`src/rtl/mem_pkg.sv`:
```
// Shared types for the fetch/data memory arbiter: FSM states, access sizes,
// bus direction encoding and the per-requester transfer descriptor.
package mem_pkg;

    typedef enum logic [1:0] {
        IDLE    = 2'd0,
        WAIT    = 2'd1,
        RELEASE = 2'd2
    } arbState_t;

    typedef enum logic [1:0] {
        BYTE = 2'b00,
        HALF = 2'b01,
        WORD = 2'b10
    } dataType_t;

    localparam logic RW_READ  = 1'b1;
    localparam logic RW_WRITE = 1'b0;

    // Requester slots in the req/gnt vectors
    localparam int GNT_FETCH = 0;
    localparam int GNT_DATA  = 1;

    typedef struct packed {
        logic      rw;
        logic [7:0] addr;
        logic [31:0] wdata;
        dataType_t dtype;
    } memReq_t;

endpackage

```
`src/rtl/rr_arb2.sv`:
```
// Two-way round-robin selector: a lone requester always wins, a tie goes to
// the slot that was not granted last (last: 0 = slot 0, 1 = slot 1).
module rr_arb2 (
    input  logic       Clk,
    input  logic       Reset_n,
    input  logic [1:0] req,
    input  logic       last,
    output logic [1:0] gnt
);

    assign gnt[0] = req[0] & (~req[1] | last);
    assign gnt[1] = req[1] & (~req[0] | ~last);

    gntOneHot: assert property (@(posedge Clk) disable iff (!Reset_n) !(&gnt));

endmodule

```
`src/rtl/mem_arbiter.sv`:
```
// Arbitrates an instruction-fetch port and a data port onto one ram256x32
// MOV/MOC handshake, with a cycle timeout while waiting for the RAM.
module mem_arbiter
    import mem_pkg::*;
#(
    parameter int TIMEOUT = 16
) (
    input  logic        Clk,
    input  logic        Reset_n,
    input  logic        IReq,
    input  logic [7:0]  IAddr,
    output logic [31:0] IRdata,
    output logic        IDone,
    input  logic        DReq,
    input  logic        DRW,
    input  logic [7:0]  DAddr,
    input  logic [31:0] DWdata,
    input  logic [1:0]  DType,
    output logic [31:0] DRdata,
    output logic        DDone,
    output logic        Err,
    output logic        MOV,
    output logic        ReadWrite,
    output logic [7:0]  Address,
    output logic [31:0] DataIn,
    output logic [1:0]  DataType,
    input  logic [31:0] DataOut,
    input  logic        MOC
);

    localparam logic [3:0] CNT_LAST = 4'(TIMEOUT - 1);

    arbState_t  state;
    logic [3:0] cnt;
    logic       lastGnt;
    logic       curData;
    logic [1:0] reqVec;
    logic [1:0] gnt;
    memReq_t    selReq;

    assign reqVec[GNT_FETCH] = IReq;
    assign reqVec[GNT_DATA]  = DReq;

    rr_arb2 uArb (
        .Clk     (Clk),
        .Reset_n (Reset_n),
        .req     (reqVec),
        .last    (lastGnt),
        .gnt     (gnt)
    );

    // Fetches are always full-word reads with no write data
    always_comb begin
        selReq = '{rw: RW_READ, addr: IAddr, wdata: '0, dtype: WORD};
        if (gnt[GNT_DATA])
            selReq = '{rw: DRW, addr: DAddr, wdata: DWdata, dtype: dataType_t'(DType)};
    end

    always_ff @(posedge Clk) begin
        if (!Reset_n) begin
            state     <= IDLE;
            MOV       <= 1'b0;
            ReadWrite <= RW_READ;
            Address   <= '0;
            DataIn    <= '0;
            DataType  <= WORD;
            IRdata    <= '0;
            DRdata    <= '0;
            IDone     <= 1'b0;
            DDone     <= 1'b0;
            Err       <= 1'b0;
            cnt       <= '0;
            lastGnt   <= 1'b1;
            curData   <= 1'b0;
        end else begin
            IDone <= 1'b0;
            DDone <= 1'b0;
            Err   <= 1'b0;
            case (state)
                IDLE: begin
                    // A RAM still finishing a previous cycle must drop MOC first
                    if (|gnt && !MOC) begin
                        Address   <= selReq.addr;
                        ReadWrite <= selReq.rw;
                        DataIn    <= selReq.wdata;
                        DataType  <= selReq.dtype;
                        MOV       <= 1'b1;
                        curData   <= gnt[GNT_DATA];
                        lastGnt   <= gnt[GNT_DATA];
                        cnt       <= '0;
                        state     <= WAIT;
                    end
                end
                WAIT: begin
                    if (MOC) begin
                        MOV   <= 1'b0;
                        state <= RELEASE;
                        if (curData) begin
                            DDone <= 1'b1;
                            if (ReadWrite == RW_READ)
                                DRdata <= DataOut;
                        end else begin
                            IDone  <= 1'b1;
                            IRdata <= DataOut;
                        end
                    end else if (cnt == CNT_LAST) begin
                        MOV   <= 1'b0;
                        Err   <= 1'b1;
                        state <= RELEASE;
                        if (curData)
                            DDone <= 1'b1;
                        else
                            IDone <= 1'b1;
                    end else begin
                        cnt <= cnt + 4'd1;
                    end
                end
                RELEASE: begin
                    if (!MOC)
                        state <= IDLE;
                end
                default: state <= IDLE;
            endcase
        end
    end

endmodule
```
`config.mk`:
```
export PLATFORM = sky130hd
export DESIGN_NAME = mem_arbiter
export DESIGN_NICKNAME = d
export VERILOG_FILES = /design/src/rtl/mem_pkg.sv /design/src/rtl/rr_arb2.sv /design/src/rtl/mem_arbiter.sv
export SDC_FILE = /design/constraint.sdc
export NUM_CORES = 1
export LEC_CHECK = 0
export CAP_MARGIN = 20
export CELL_PAD_IN_SITES_DETAIL_PLACEMENT = 1
export CELL_PAD_IN_SITES_GLOBAL_PLACEMENT = 2
export CORE_MARGIN = 10
export CORE_UTILIZATION = 21
export CTS_CLUSTER_DIAMETER = 40
export CTS_CLUSTER_SIZE = 30
export DETAILED_ROUTE_END_ITERATION = 10
export PLACE_DENSITY_LB_ADDON = 0.1
export SYNTH_ARGS = -nofsm -noshare
export SYNTH_HDL_FRONTEND = slang
export SYNTH_SLANG_ARGS = --single-unit
```
`constraint.sdc`:
```
create_clock -name Clk -period 1.6 [get_ports Clk]
set_input_delay 0.32 -clock Clk [delete_from_list [all_inputs] [get_ports Clk]]
set_output_delay 0.32 -clock Clk [all_outputs]
set_load 0.05 [all_outputs]
```
==> results of run 1 <==
flip-flops by register name (all words and copies together), names as in the netlist, 2 cells and up:
register,cells
DRdata,32
DataIn,32
IRdata,32
Address,8
cnt,4
DataType,2
state,2
power breakdown:
group / switching, uW / internal, uW
Combinational: 578 / 439
Sequential: 52.0 / 3050
Clock: 1520 / 2330
Total: 2150 / 5810
synthesized netlist by cell type, types with 4 or more instances:
| cell | n | area (um^2) |
|---|---|---|
| o21ai_0 | 34 | 170 |
| nand3_1 | 36 | 180 |
| inv_1 | 5 | 18.8 |
| a21oi_1 | 69 | 345 |
| clkbuf_1 | 31 | 116 |
| buf_6 | 8 | 90.1 |
| o31ai_1 | 4 | 30.0 |
| o2bb2ai_1 | 8 | 70.1 |
| dfxtp_1 | 119 | 2380 |
| nand2_1 | 67 | 251 |
| a22o_1 | 32 | 280 |
| mux2i_1 | 9 | 90.1 |
cell families (layout without fill, tap and decap cells):
group,after synthesis,after routing,share of synthesized area (%)
other cells,0,1,0
compound gates,155,155,22.7
mux,9,9,2.10
buf+inv,47,257,5.57
fa+ha+maj,1,1,0.291
simple gates,123,123,13.9
flops,119,119,55.5
layer usage:
layer	part of all wire (%)	wire (um)	global-route usage [%]
met3	8.8	1480	5.81
met4	0.92	155	3.65
met1	45	7650	15.1
met5	0	0	0
met2	45	7620	19.2
layout make-up:
cell class | count | area, um^2 | area share (%)
well taps | 270 | 338 | 4.75
clock inverters | 15 | 168 | 2.36
repair buffers | 220 | 2090 | 29.4
clock buffers | 17 | 425 | 5.99
flip-flops and latches | 119 | 2380 | 33.5
diodes | 1 | 2.50 | 0.0352
multi-input cells | 288 | 1680 | 23.7
inverters | 5 | 18.8 | 0.264
per-stage QoR:
step	setup TNS, ns	power, uW	area (um^2)	worst slack [ns]	hold slack [ns]
finish	0	7960	7110	0.0981	0.352
global route	0	8320	7100	0.0465	0.393
CTS	0	8080	7100	0.0250	0.354
detailed placement	-11.03	4190	6500	-0.243	0.449
global placement	-9.01	4180	6500	-0.193	0.446
floorplan	0	3680	4300	0.0146	0.435
repair_timing:
action	in CTS	in global routing
buffers inserted	0	0
setup endpoints to repair	0	4
gates resized for setup	0	3
worst min-delay path by stage:
stage,endpoint,slack [ns]
finish,lastGnt,0.35
global route,lastGnt,0.39
CTS,lastGnt,0.35
detailed placement,IRdata[27],0.45
global placement,IRdata[1],0.45
floorplan,DataIn[30],0.44
critical path, cell delays in order, from the launching register on:
cell	delay, ns
dfxtp_1	0.34
ha_2	0.20
a31o_2	0.28
or4_1	0.49
a21oi_2	0.14
placed cells by master (no fill, tap or decap), drive strengths merged, types with 2 or more instances in the layout:
cell type,Yosys,layout
o31ai,4,4
clkinvlp,0,4
clkdlybuf4s50,0,86
inv,5,10
bufinv,0,2
nor3,2,2
or3,2,2
a21oi,69,69
clkinv,0,4
or4,2,2
clkbuf,31,17
dfxtp,119,119
a2bb2oi,2,2
mux2i,9,9
o21ai,34,34
nand3,36,36
nand2b,2,2
nand2,67,67
buf,11,134
a22o,33,33
o2bb2ai,8,8
==> qor.txt, run 1 <==
Cts bufs inserted -> 17
Worst r2r src -> cnt[1]
Worst hold stages -> 3
Detailed Place HPWL -> 12400 um
Clock sinks -> 119
RSZ-0062 raised after global routing -> false
Synth Net Count -> 543
Vias per cell -> 4.40
Crit path max fanout -> 4
Period utilization -> 93.9%
Post-synth EDFFs -> 0
Synth Cell Area -> 4290 um^2
Layout cells sized above 1 -> 26.8%
#FFs+latches synth -> 119
Vias in the first global route -> 4415
Critical path data required time -> 1.94 ns
Crit Reg-Reg Endpoint -> cnt[3]
Synth Instances -> 454
Slew Viols, Final -> 0
Hold path start -> MOC
Final Hold Viols -> 0
DIE AREA -> 26600 um^2
Total of warnings raised by yosys -> 0
Number of max-cap violations -> 0
Worst Setup SP -> cnt[1]
First-pass GRT wire length -> 26100 um
Setup crit end kind -> flip-flop
Die span in y -> 163 um
Cells on worst reg2reg path -> 4
Clock Skews -> 0.00830 ns
Outcome -> finished, final reports clean
R2R setup slack -> 0.1 ns
Placed Instances -> 902
Worst-Margin Slew -> 0.441 ns
Detailed Routing Iterations Pass 1 -> 4
Hold-fix buffer count after cts -> 0
Final setup fails -> 0
GRT Total Usage -> 12.4%
Hold Path Class -> in -> reg
Number of nets in the layout -> 740
Async SR Flop Fraction -> 0%
DRT iter0 DRCs -> 126
Via count -> 4112
Yosys cell types -> 38
Wire per inst -> 18.1 um
Worst-Skew Late Latency -> 0.41 ns
Worst IR Drop VDD -> 651 uV
Sequential fraction of the synthesis area -> 55.5%
Slew HR -> 70.5%
Initial Util -> 21.3%
Mean Syn Cell Area -> 9.46 um^2
H-tree depth -> 4
CTS tree -> built
CP arrival -> 1.84 ns
# fillers -> 2284
RePlAce Congestion -> 0.724
I/O pin total -> 199
Largest net degree at the start of global routing -> 49
Ys flop type -> dfxtp_1
Standard-cell row count -> 52
Maximum achievable frequency -> 666 MHz
Reg clk slew, reported paths -> 0.06 ns
Chip width -> 163 um
Worst Setup Start Kind -> flip-flop
Core area -> 20200 um^2
Lkg Pwr -> 0.00278 uW
Total grt overflow -> 0
Worst Setup EP -> cnt[3]
DRC Markers -> 0
Setup Crit Path Kind -> reg -> reg
Final ANT Viol Nets -> 0
Clock buffer depth -> 2
Minimum clock period -> 1.50 ns
Area Overhead vs Synth -> 65.5%
Layout Cells excl Fill -> 935
IO buf count -> 198
Clk root buf -> clkbuf_16
Initial antenna violation count -> 1
PD cells -> 1120 nW/um^2
Util after Layout -> 35.2%
Post-Route WL -> 16900 um
Note: power is estimated with default switching activity, not from simulation.
==> run 2, diff against run 1 <==
--- a/config.mk
+++ b/config.mk
@@ -14,6 +14,7 @@
 export CTS_CLUSTER_SIZE = 30
 export DETAILED_ROUTE_END_ITERATION = 10
 export PLACE_DENSITY_LB_ADDON = 0.1
+export SLEW_MARGIN = 0
 export SYNTH_ARGS = -nofsm -noshare
 export SYNTH_HDL_FRONTEND = slang
 export SYNTH_SLANG_ARGS = --single-unit
==> results of run 2 <==
Same layout as run 1: the final DEF is identical, and so are final timing and power.
==> run 3, diff against run 2 <==
--- a/config.mk
+++ b/config.mk
@@ -9,10 +9,11 @@
 export CELL_PAD_IN_SITES_DETAIL_PLACEMENT = 1
 export CELL_PAD_IN_SITES_GLOBAL_PLACEMENT = 2
 export CORE_MARGIN = 10
-export CORE_UTILIZATION = 21
+export CORE_UTILIZATION = 25
 export CTS_CLUSTER_DIAMETER = 40
 export CTS_CLUSTER_SIZE = 30
 export DETAILED_ROUTE_END_ITERATION = 10
+export GPL_ROUTABILITY_DRIVEN = 1
 export PLACE_DENSITY_LB_ADDON = 0.1
 export SLEW_MARGIN = 0
 export SYNTH_ARGS = -nofsm -noshare
==> constraint.sdc (replaced) <==
create_clock -name Clk -period 1.85 [get_ports Clk]
set_input_delay 0.37 -clock Clk [delete_from_list [all_inputs] [get_ports Clk]]
set_output_delay 0.37 -clock Clk [all_outputs]
set_load 0.05 [all_outputs]
==> qor.txt, run 3 (synthesis gave the netlist of run 1 again) <==
Worst-Skew Late Latency -> 0.41 ns
Resized Gates After CTS -> 0
CP cell instances -> or2_1, o31a_1, buf_12, a22o_1
Number of max-cap violations -> 0
Chip width -> 151 um
Maximum achievable frequency -> 636 MHz
DIE AREA -> 22800 um^2
Period utilization -> 85.1%
Crit path max-delay family -> compound AO/OA/AOI/OAI gates
Clock buffer depth -> 2
Share of power burned in registers -> 39.6%
Wire per inst -> 19.0 um
CP peak stage delay -> 0.36 ns
Worst r2r src -> state[1]
Minimum clock period -> 1.57 ns
IO buf count -> 198
Critical path data required time -> 2.15 ns
Switching share of power -> 26.3%
DRT iter0 DRCs -> 181
Detailed Routing Iterations Pass 1 -> 4
Commonest non-fill, non-tap cell in the layout -> buf_4
Setup crit end kind -> flip-flop
CTS tree -> built
Initial Util -> 25.7%
Cell-internal power -> 4980 uW
Hold-fix buffer count after cts -> 0
Initial antenna violation count -> 0
Number of nets in the layout -> 739
Most frequent cells in the layout -> 126 x buf_4, 119 x dfxtp_1, 86 x clkdlybuf4s50_1
RSZ-0062 raised after global routing -> false
Standard-cell row count -> 47
Worst-Margin Slew -> 0.393 ns
Clk root buf -> clkbuf_16
Cts bufs inserted -> 17
Sw Pwr -> 1780 uW
Reg clk slew, reported paths -> 0.06 ns
Combinational share of power -> 12.7%
Hold Path Class -> in -> reg
Lkg Pwr -> 0.00272 uW
I/O pin total -> 199
PD cells -> 984 nW/um^2
Final TNS setup -> 0 ns
Via count -> 4131
Cells on worst reg2reg path -> 4
Worst Setup Start Kind -> flip-flop
Largest net degree at the start of global routing -> 42
Core area -> 16700 um^2
Outcome -> finished, final reports clean
Layout cells sized above 1 -> 26.2%
Vias per cell -> 4.67
Worst IR Drop VDD -> 636 uV
Slew Viols, Final -> 0
Post-DP Area -> 6290 um^2
Total grt overflow -> 0
Util after Layout -> 41.1%
Final ANT Viol Nets -> 0
Post-Route WL -> 16800 um
Vias in the first global route -> 4339
R2R setup slack -> 0.28 ns
Slowest CP cell -> o31a_1
# fillers -> 1911
Setup repair bufs after CTS -> 0
Final Hold Viols -> 0
Detailed Place HPWL -> 12400 um
Die span in y -> 151 um
CP Buf/Inv Count -> 1
Crit path max fanout -> 41
Top Registers -> DRdata x32, DataIn x32, IRdata x32
DRC Markers -> 0
Crit Reg-Reg Endpoint -> DataIn[5]
First-pass GRT wire length -> 25600 um
Hold path endpoint -> DRdata[30]
GRT Total Usage -> 14.5%
RePlAce Congestion -> 0.731
Slew HR -> 73.8%
Area Overhead vs Synth -> 59.9%
Setup Crit Path Kind -> reg -> reg
H-tree depth -> 4
Post-route design area -> 6870 um^2
Worst hold stages -> 3
CP arrival -> 1.87 ns
Clock group share of total power -> 47.7%
Final setup fails -> 0
Hold path start -> MOC
Clock sinks -> 119
Clock Skews -> 0.00550 ns
-- run 3: worst max path at each step --
stage | to | cells past startpoint | from
floorplan | DRdata[21] | 5 | ReadWrite
global placement | lastGnt | 4 | DReq
detailed placement | DataIn[20] | 5 | DReq
CTS | DataIn[30] | 4 | state[1]
global route | cnt[3] | 4 | cnt[0]
finish | DataIn[5] | 4 | state[1]
-- run 3: final cells by class --
class                   count  area (um^2)  share of cell area, %
clock inverters            15          154                   2.24
inverters                   5         18.8                  0.273
multi-input cells         288         1680                   24.4
flip-flops and latches    119         2380                   34.7
repair buffers            219         1930                   28.1
well taps                 220          275                   4.01
clock buffers              17          425                   6.19
diodes                      1         2.50                 0.0364
-- run 3: worst reg2reg max path: cells and delay by family, from the launching register on --
| kind | cells | cell delay (ns) |
|---|---|---|
| AO/OA/AOI/OAI | 2 | 0.63 |
| flip-flops | 1 | 0.31 |
| buffers and inverters | 1 | 0.19 |
| AND/OR/NAND/NOR | 1 | 0.33 |
-- run 3: layer usage --
layer  routed length, um  global-route usage, %
met2                7760                   22.7
met3                1550                   6.12
met4                 227                   5.44
met1                7290                   17.3
met5                   0                      0
-- run 3: per-stage QoR --
stage	hold WS [ns]	total power, uW	setup slack [ns]	std cells
finish	0.376	6760	0.276	884
global route	0.387	7070	0.193	883
CTS	0.361	6880	0.268	883
detailed placement	0.448	3600	-0.0633	851
global placement	0.445	3590	0.00467	851
floorplan	0.452	3190	0.198	454
-- run 3: power by group through the flow --
stage               clock network, uW  registers (uW)  logic [uW]
floorplan                           0            2960         230
global placement                    0            2730         858
detailed placement                  0            2730         867
CTS                              3330            2680         871
global route                     3470            2690         914
finish                           3220            2680         858
